File: src/rtl/vga_board_pkg.sv
// Shared types and constants for the frame-synchronous board scheduler.
// Boards are 16 row-major 4-bit log2 tile codes; nibble 15 is top-left.
package vga_board_pkg;

    localparam int BOARD_W   = 64;
    localparam int TILE_W    = 4;
    localparam int NUM_TILES = 16;

    typedef enum logic [1:0] {
        S_IDLE,
        S_ARMED,
        S_COMMIT
    } state_t;

    function automatic logic [TILE_W-1:0] tile(input logic [BOARD_W-1:0] board, input int i);
        return board[i*TILE_W +: TILE_W];
    endfunction

endpackage

File: src/rtl/board_fifo2.sv
// Two-entry board FIFO between the game logic and the frame scheduler.
// Pushes into a full FIFO are ignored even if a pop happens the same cycle.
module board_fifo2
    import vga_board_pkg::*;
(
    input  logic               clk_65,
    input  logic               rst,
    input  logic               push,
    input  logic               pop,
    input  logic [BOARD_W-1:0] data,
    output logic [BOARD_W-1:0] head,
    output logic [1:0]         count,
    output logic               full
);

    logic [BOARD_W-1:0] mem [2];
    logic               wr_ptr;
    logic               rd_ptr;
    logic               push_ok;
    logic               pop_ok;

    assign full    = (count == 2'd2);
    assign push_ok = push && !full;
    assign pop_ok  = pop && (count != 2'd0);
    assign head    = mem[rd_ptr];

    // NOTE: sequential state uses non-blocking assignments so every register
    // samples its inputs from the same pre-edge values.
    always_ff @(posedge clk_65) begin
        if (!rst) begin
            wr_ptr <= 1'b0;
            rd_ptr <= 1'b0;
            count  <= 2'd0;
        end else begin
            if (push_ok) wr_ptr <= ~wr_ptr;
            if (pop_ok)  rd_ptr <= ~rd_ptr;
            case ({push_ok, pop_ok})
                2'b10:   count <= count + 2'd1;
                2'b01:   count <= count - 2'd1;
                default: count <= count;
            endcase
        end
    end

    // NOTE: storage has no reset; the count alone decides which entries are
    // valid, so the data array maps onto plain registers without reset logic.
    always_ff @(posedge clk_65) begin
        if (push_ok) mem[wr_ptr] <= data;
    end

endmodule

File: src/rtl/vga_board_scheduler.sv
// Commits buffered boards to the renderer only at frame boundaries, after a
// minimum hold time. Optional changed-tile highlight mask: define HL_MASK_EN.
module vga_board_scheduler
    import vga_board_pkg::*;
#(
    parameter int unsigned HOLD_FRAMES = 4,
    parameter int unsigned HL_FRAMES   = 8
) (
    input  logic               clk_65,
    input  logic               rst,
    input  logic               frame_start,
    input  logic               upd_valid,
    input  logic [BOARD_W-1:0] upd_board,
    output logic               upd_ready,
    output logic [BOARD_W-1:0] disp_board,
    output logic               commit,
    output logic [1:0]         pending,
    output logic [15:0]        hl_mask
);

    localparam int HOLD_W = (HOLD_FRAMES > 0) ? $clog2(HOLD_FRAMES + 1) : 1;
    localparam logic [HOLD_W-1:0] HOLD_LOAD = HOLD_W'(HOLD_FRAMES);
    localparam logic [HOLD_W-1:0] HOLD_ONE  = HOLD_W'(1);

    state_t             state;
    logic [HOLD_W-1:0]  hold_cnt;
    logic [BOARD_W-1:0] head;
    logic [1:0]         count;
    logic               full;
    logic               push;
    logic               pop;

    assign upd_ready = !full;
    assign push      = upd_valid && upd_ready;
    assign pop       = (state == S_COMMIT);
    assign pending   = count;

    board_fifo2 u_fifo (
        .clk_65 (clk_65),
        .rst    (rst),
        .push   (push),
        .pop    (pop),
        .data   (upd_board),
        .head   (head),
        .count  (count),
        .full   (full)
    );

    // The commit decision looks at hold_cnt before this frame's decrement.
    always_ff @(posedge clk_65) begin
        if (!rst) begin
            state      <= S_IDLE;
            hold_cnt   <= '0;
            disp_board <= '0;
            commit     <= 1'b0;
        end else begin
            commit <= 1'b0;
            if (frame_start && hold_cnt != '0) hold_cnt <= hold_cnt - HOLD_ONE;
            unique case (state)
                S_IDLE: begin
                    if (push) state <= S_ARMED;
                end
                S_ARMED: begin
                    if (frame_start && hold_cnt == '0) state <= S_COMMIT;
                end
                S_COMMIT: begin
                    disp_board <= head;
                    commit     <= 1'b1;
                    hold_cnt   <= HOLD_LOAD;
                    state      <= (count > 2'd1 || push) ? S_ARMED : S_IDLE;
                end
                default: state <= S_IDLE;
            endcase
        end
    end

`ifdef HL_MASK_EN
    localparam int HL_W = (HL_FRAMES > 0) ? $clog2(HL_FRAMES + 1) : 1;
    localparam logic [HL_W-1:0] HL_LOAD = HL_W'(HL_FRAMES);
    localparam logic [HL_W-1:0] HL_ONE  = HL_W'(1);

    logic [HL_W-1:0]      hl_cnt;
    logic [NUM_TILES-1:0] diff;

    // NOTE: every always_comb output gets a default first so no latch is inferred.
    always_comb begin
        diff = '0;
        for (int i = 0; i < NUM_TILES; i++) begin
            diff[i] = (tile(head, i) != tile(disp_board, i));
        end
    end

    always_ff @(posedge clk_65) begin
        if (!rst) begin
            hl_cnt  <= '0;
            hl_mask <= '0;
        end else if (state == S_COMMIT) begin
            hl_cnt  <= HL_LOAD;
            hl_mask <= (HL_FRAMES == 0) ? '0 : diff;
        end else if (frame_start && hl_cnt != '0) begin
            hl_cnt <= hl_cnt - HL_ONE;
            if (hl_cnt == HL_ONE) hl_mask <= '0;
        end
    end
`else
    assign hl_mask = 16'h0000;
`endif

endmodule

File: config.mk
export PLATFORM = sky130hd
export DESIGN_NAME = vga_board_scheduler
export DESIGN_NICKNAME = d
export VERILOG_FILES = /design/src/rtl/vga_board_pkg.sv /design/src/rtl/board_fifo2.sv /design/src/rtl/vga_board_scheduler.sv
export SDC_FILE = /design/constraint.sdc
export NUM_CORES = 1
export LEC_CHECK = 0
export BUFFER_PORTS_ARGS = -buffer_cell sky130_fd_sc_hd__buf_2
export CORE_MARGIN = 4
export CORE_UTILIZATION = 54
export CTS_BUF_LIST = sky130_fd_sc_hd__clkbuf_16
export DETAILED_ROUTE_END_ITERATION = 7
export PLACE_DENSITY = 0.79
export RECOVER_POWER = 100
export SLEW_MARGIN = 20
export SYNTH_ARGS = -nofsm -noshare
export SYNTH_HDL_FRONTEND = slang
export SYNTH_SLANG_ARGS = --single-unit
File: constraint.sdc
create_clock -name clk_65 -period 5.4 [get_ports clk_65]
set_input_delay 0.81 -clock clk_65 [delete_from_list [all_inputs] [get_ports clk_65]]
set_output_delay 0.81 -clock clk_65 [all_outputs]
set_load 0.02 [all_outputs]
==> summary.md <==
| Metric | Value |
|---|---|
| Clk root buf | clkbuf_16 |
| Pin count of the biggest net entering global routing | 66 |
| Worst hold path depth | 1 |
| Syn avg cell area | 18.3 sq um |
| List of most frequent post-synthesis cells | edfxtp_1 (128), dfxtp_1 (74), mux2i_1 (64) |
| Top post-synthesis cells by area | edfxtp_1 (51%), dfxtp_1 (20%), o2bb2ai_2 (12%) |
| # hold bufs at CTS | 0 |
| Unrepaired setup endpoints after global routing | false |
| Number of global-route vias before repair | 4129 |
| Average vias per placed instance | 5.29 |
| Total track usage | 17.1% |
| Worst R2R Path Depth | 5 |
| Buffers on Ports | 135 |
| Least-Margin Pin Slew | slightly above 3 ns |
| Worst Hold Class | reg2reg |
| Clock Power Share | a little under two fifths |
| Cells after Synth | just over 400 |
| Core area | approximately 14000 sq um |
| Clk Latency, worst-skew pair | 0.48 ns |
| Failing checks | capacitance limit, slew limit |
| Psw | 795 uW |
| Post-DP HPWL | 8730 um |
| Clk sink count | ~200 |
| # setup viols final | 0 |
| Fin util | 63.0% |
| Initial Util | 56.0% |
| Total die area | 16000 sq um |
| Routed WL | between 10000 and 15000 um |
| Post CTS Setup Buffer Count | 0 |
| Fin nets | approximately 630 |
| TritonCTS Buffers | 21 |
| Slew margin rel. | -103% |
| Cts repair resizes | 0 |
| Yosys top cell area share | 50.8% |
| Reg power frac | 53.1% |
| Ys flop type | edfxtp_1 |
| Setup tns final | 0 ns |
| Worst r2r src | u_fifo.count[0] |
| Num rows | 42 |
| WP data arrival | 3.67 ns |
| DP Cell Count | 704 |
| Chip height | 126 um |
| Initial antenna violation count | 1 |
| GRT Residual Overflow | 0 |
| Min cycle time layout | 3.62 ns |
| Ports | 152 |
| Clk_skew | around 0.0081 ns |
| Cell Pwr Density | 402 nW/um^2 |
| Pins Over Slew Limit | 170 |
| FILL cells | 1043 |
| Setup CP Type | reg2reg |
| Dominant cell type by area after synthesis | edfxtp_1 |
| Reg2reg end | u_fifo.mem[0][12] |
| Worst hold endpoint | disp_board[34] |
| Clock transition at path regs | 0.06 ns |
| Sequential cell area | 5330 sq um |
| Vias | between 3k and 4k |
| FMAX | 0.277 GHz |
| Min-delay src | disp_board[34] |
| Switching Fraction | 23.3% |
| Detail Route Antenna Nets | 0 |
| First-pass GRT wire length | 21900 um |
| Asr flop ratio synth | 0% |
| Worst Setup End Kind | flop |
| Most frequent cell after synthesis | edfxtp_1 |
| Final hold vios | 0 |
| VDD IR max | 0.224 mV |
| Ant. Diodes | 0 |
| Sequential fraction of the synthesis area | 70.3% |
| Post-Layout Cell Count | 743 |
| P&R area growth vs syn | 12.3% |
| First DRT Iteration DRCs | 308 |
| Worst EP required | 5.46 ns |
| Flops & latches, synth | a little over 200 |
| H-tree depth | 1 |
| DRC | 0 |
| Status | finished, violations left |
| Layout cell share with drive strength beyond 1 | between 10% and 20% |
| Footprint of the multi-input gates | around 1700 sq um |
| Die width | about 130 um |
| Gate power share | 9.0% |
| Synth unique cells | 32 |
| LEAKAGE | 2.81 nW |
| DR WL/cell | 19.1 um |
| DR pass1 iterations | 4 |
| Mapped cell area | between 7000 and 8000 sq um |
| CTS max path bufs | 3 |
| Tcrit/Tclk final | between 60% and 70% |
| Ys Warns | 0 |
| Power Internal | 2.62 mW |
| Max Fanout on Critical Path | 35 |
| TritonCTS clock tree | done |
| Post-synth EDFFs | 128 |
| Reg2reg setup slack | 1.78 ns |
| GP Congestion | 0.724 |
| CP startpoint kind | flop |
| Max-cap viol count | 4 |
==> through the flow <==
stage               area, sq um  hold WS, ns  worst slack, ns  total power [mW]
floorplan                  7630        0.463             1.24              2.09
global placement           8220        0.444             2.65              2.15
detailed placement         8220        0.454             2.59              2.18
CTS                        8830        0.472             2.70              3.47
global route               8500        0.481             1.40              3.55
finish                     8500        0.463             1.78              3.42
==> logic make-up after synthesis <==
kind of cell / after synthesis / share of synthesized area (%)
flip-flops: 202 / 70.3
buffers and inverters: 45 / 4.88
adder cells (fa/ha/maj): 6 / 0.992
XOR/XNOR: 4 / 0.463
AO/OA/AOI/OAI: 71 / 13.0
AND/OR/NAND/NOR: 19 / 1.65
multiplexers: 65 / 8.61
other: 1 / 0.0495
==> worst max-delay path: stages, from the launching register on <==
cell	delay, ns
dfxtp_1	0.39
inv_1	0.09
ha_1	0.22
nand2b_1	0.23
nor2_4	0.74
clkbuf_1	1.50
==> power by group through the flow <==
stage | registers (mW) | clock network [mW] | logic [mW]
2_1_floorplan | 1.87 | 0 | 0.226
3_3_place_gp | 1.84 | 0 | 0.313
3_5_place_dp | 1.85 | 0 | 0.331
4_1_cts | 1.82 | 1.31 | 0.337
5_1_grt | 1.82 | 1.38 | 0.339
6_report | 1.81 | 1.29 | 0.308
==> metal layers <==
metal / routed length (um) / share of wire, % / global-route usage, % / vias to the layer above
met5: 20 / 0.14 / 0 / -
li1: - / - / - / 1831
met1: 5860 / 41 / 21.4 / 1930
met4: 354 / 2.5 / 4.92 / 2
met2: 7030 / 50 / 29.8 / 137
met3: 892 / 6.3 / 3.95 / 28
==> registers in the layout (all words and copies together) (netlist names) <==
signal and cells:
u_fifo.count 2, commit 1, u_fifo.wr_ptr 1, state 2
disp_board 64, hold_cnt 3, u_fifo.mem 128, u_fifo.rd_ptr 1
==> placed cells by master (no fill, tap or decap), drive strengths merged, types with 6 or more instances in the layout <==
cell | Yosys | layout
and2 | 6 | 6
inv | 7 | 12
dfxtp | 74 | 74
o2bb2ai | 64 | 64
clkbuf | 0 | 137
edfxtp | 128 | 128
buf | 38 | 24
conb | 1 | 16
clkinv | 0 | 10
mux2i | 64 | 64
ha | 6 | 6
==> how the worst max path moves through the flow <==
stage / from / end / cells after the start
2_1_floorplan: u_fifo.count[0] / u_fifo.mem[0][0] / 4
3_3_place_gp: upd_valid / u_fifo.mem[0][19] / 4
3_5_place_dp: upd_valid / u_fifo.mem[0][20] / 4
4_1_cts: u_fifo.count[0] / u_fifo.mem[0][12] / 5
5_1_grt: u_fifo.count[0] / u_fifo.mem[0][2] / 5
6_report: u_fifo.count[0] / u_fifo.mem[0][12] / 5
==> layout make-up <==
class	count	area share, %
multi-input cells	181	20.3
clock inverters	16	1.07
flip-flops and latches	202	62.7
inverters	7	0.309
well taps	176	2.59
repair buffers	140	6.90
clock buffers	21	6.18
Power figures use the tool's default switching activity.
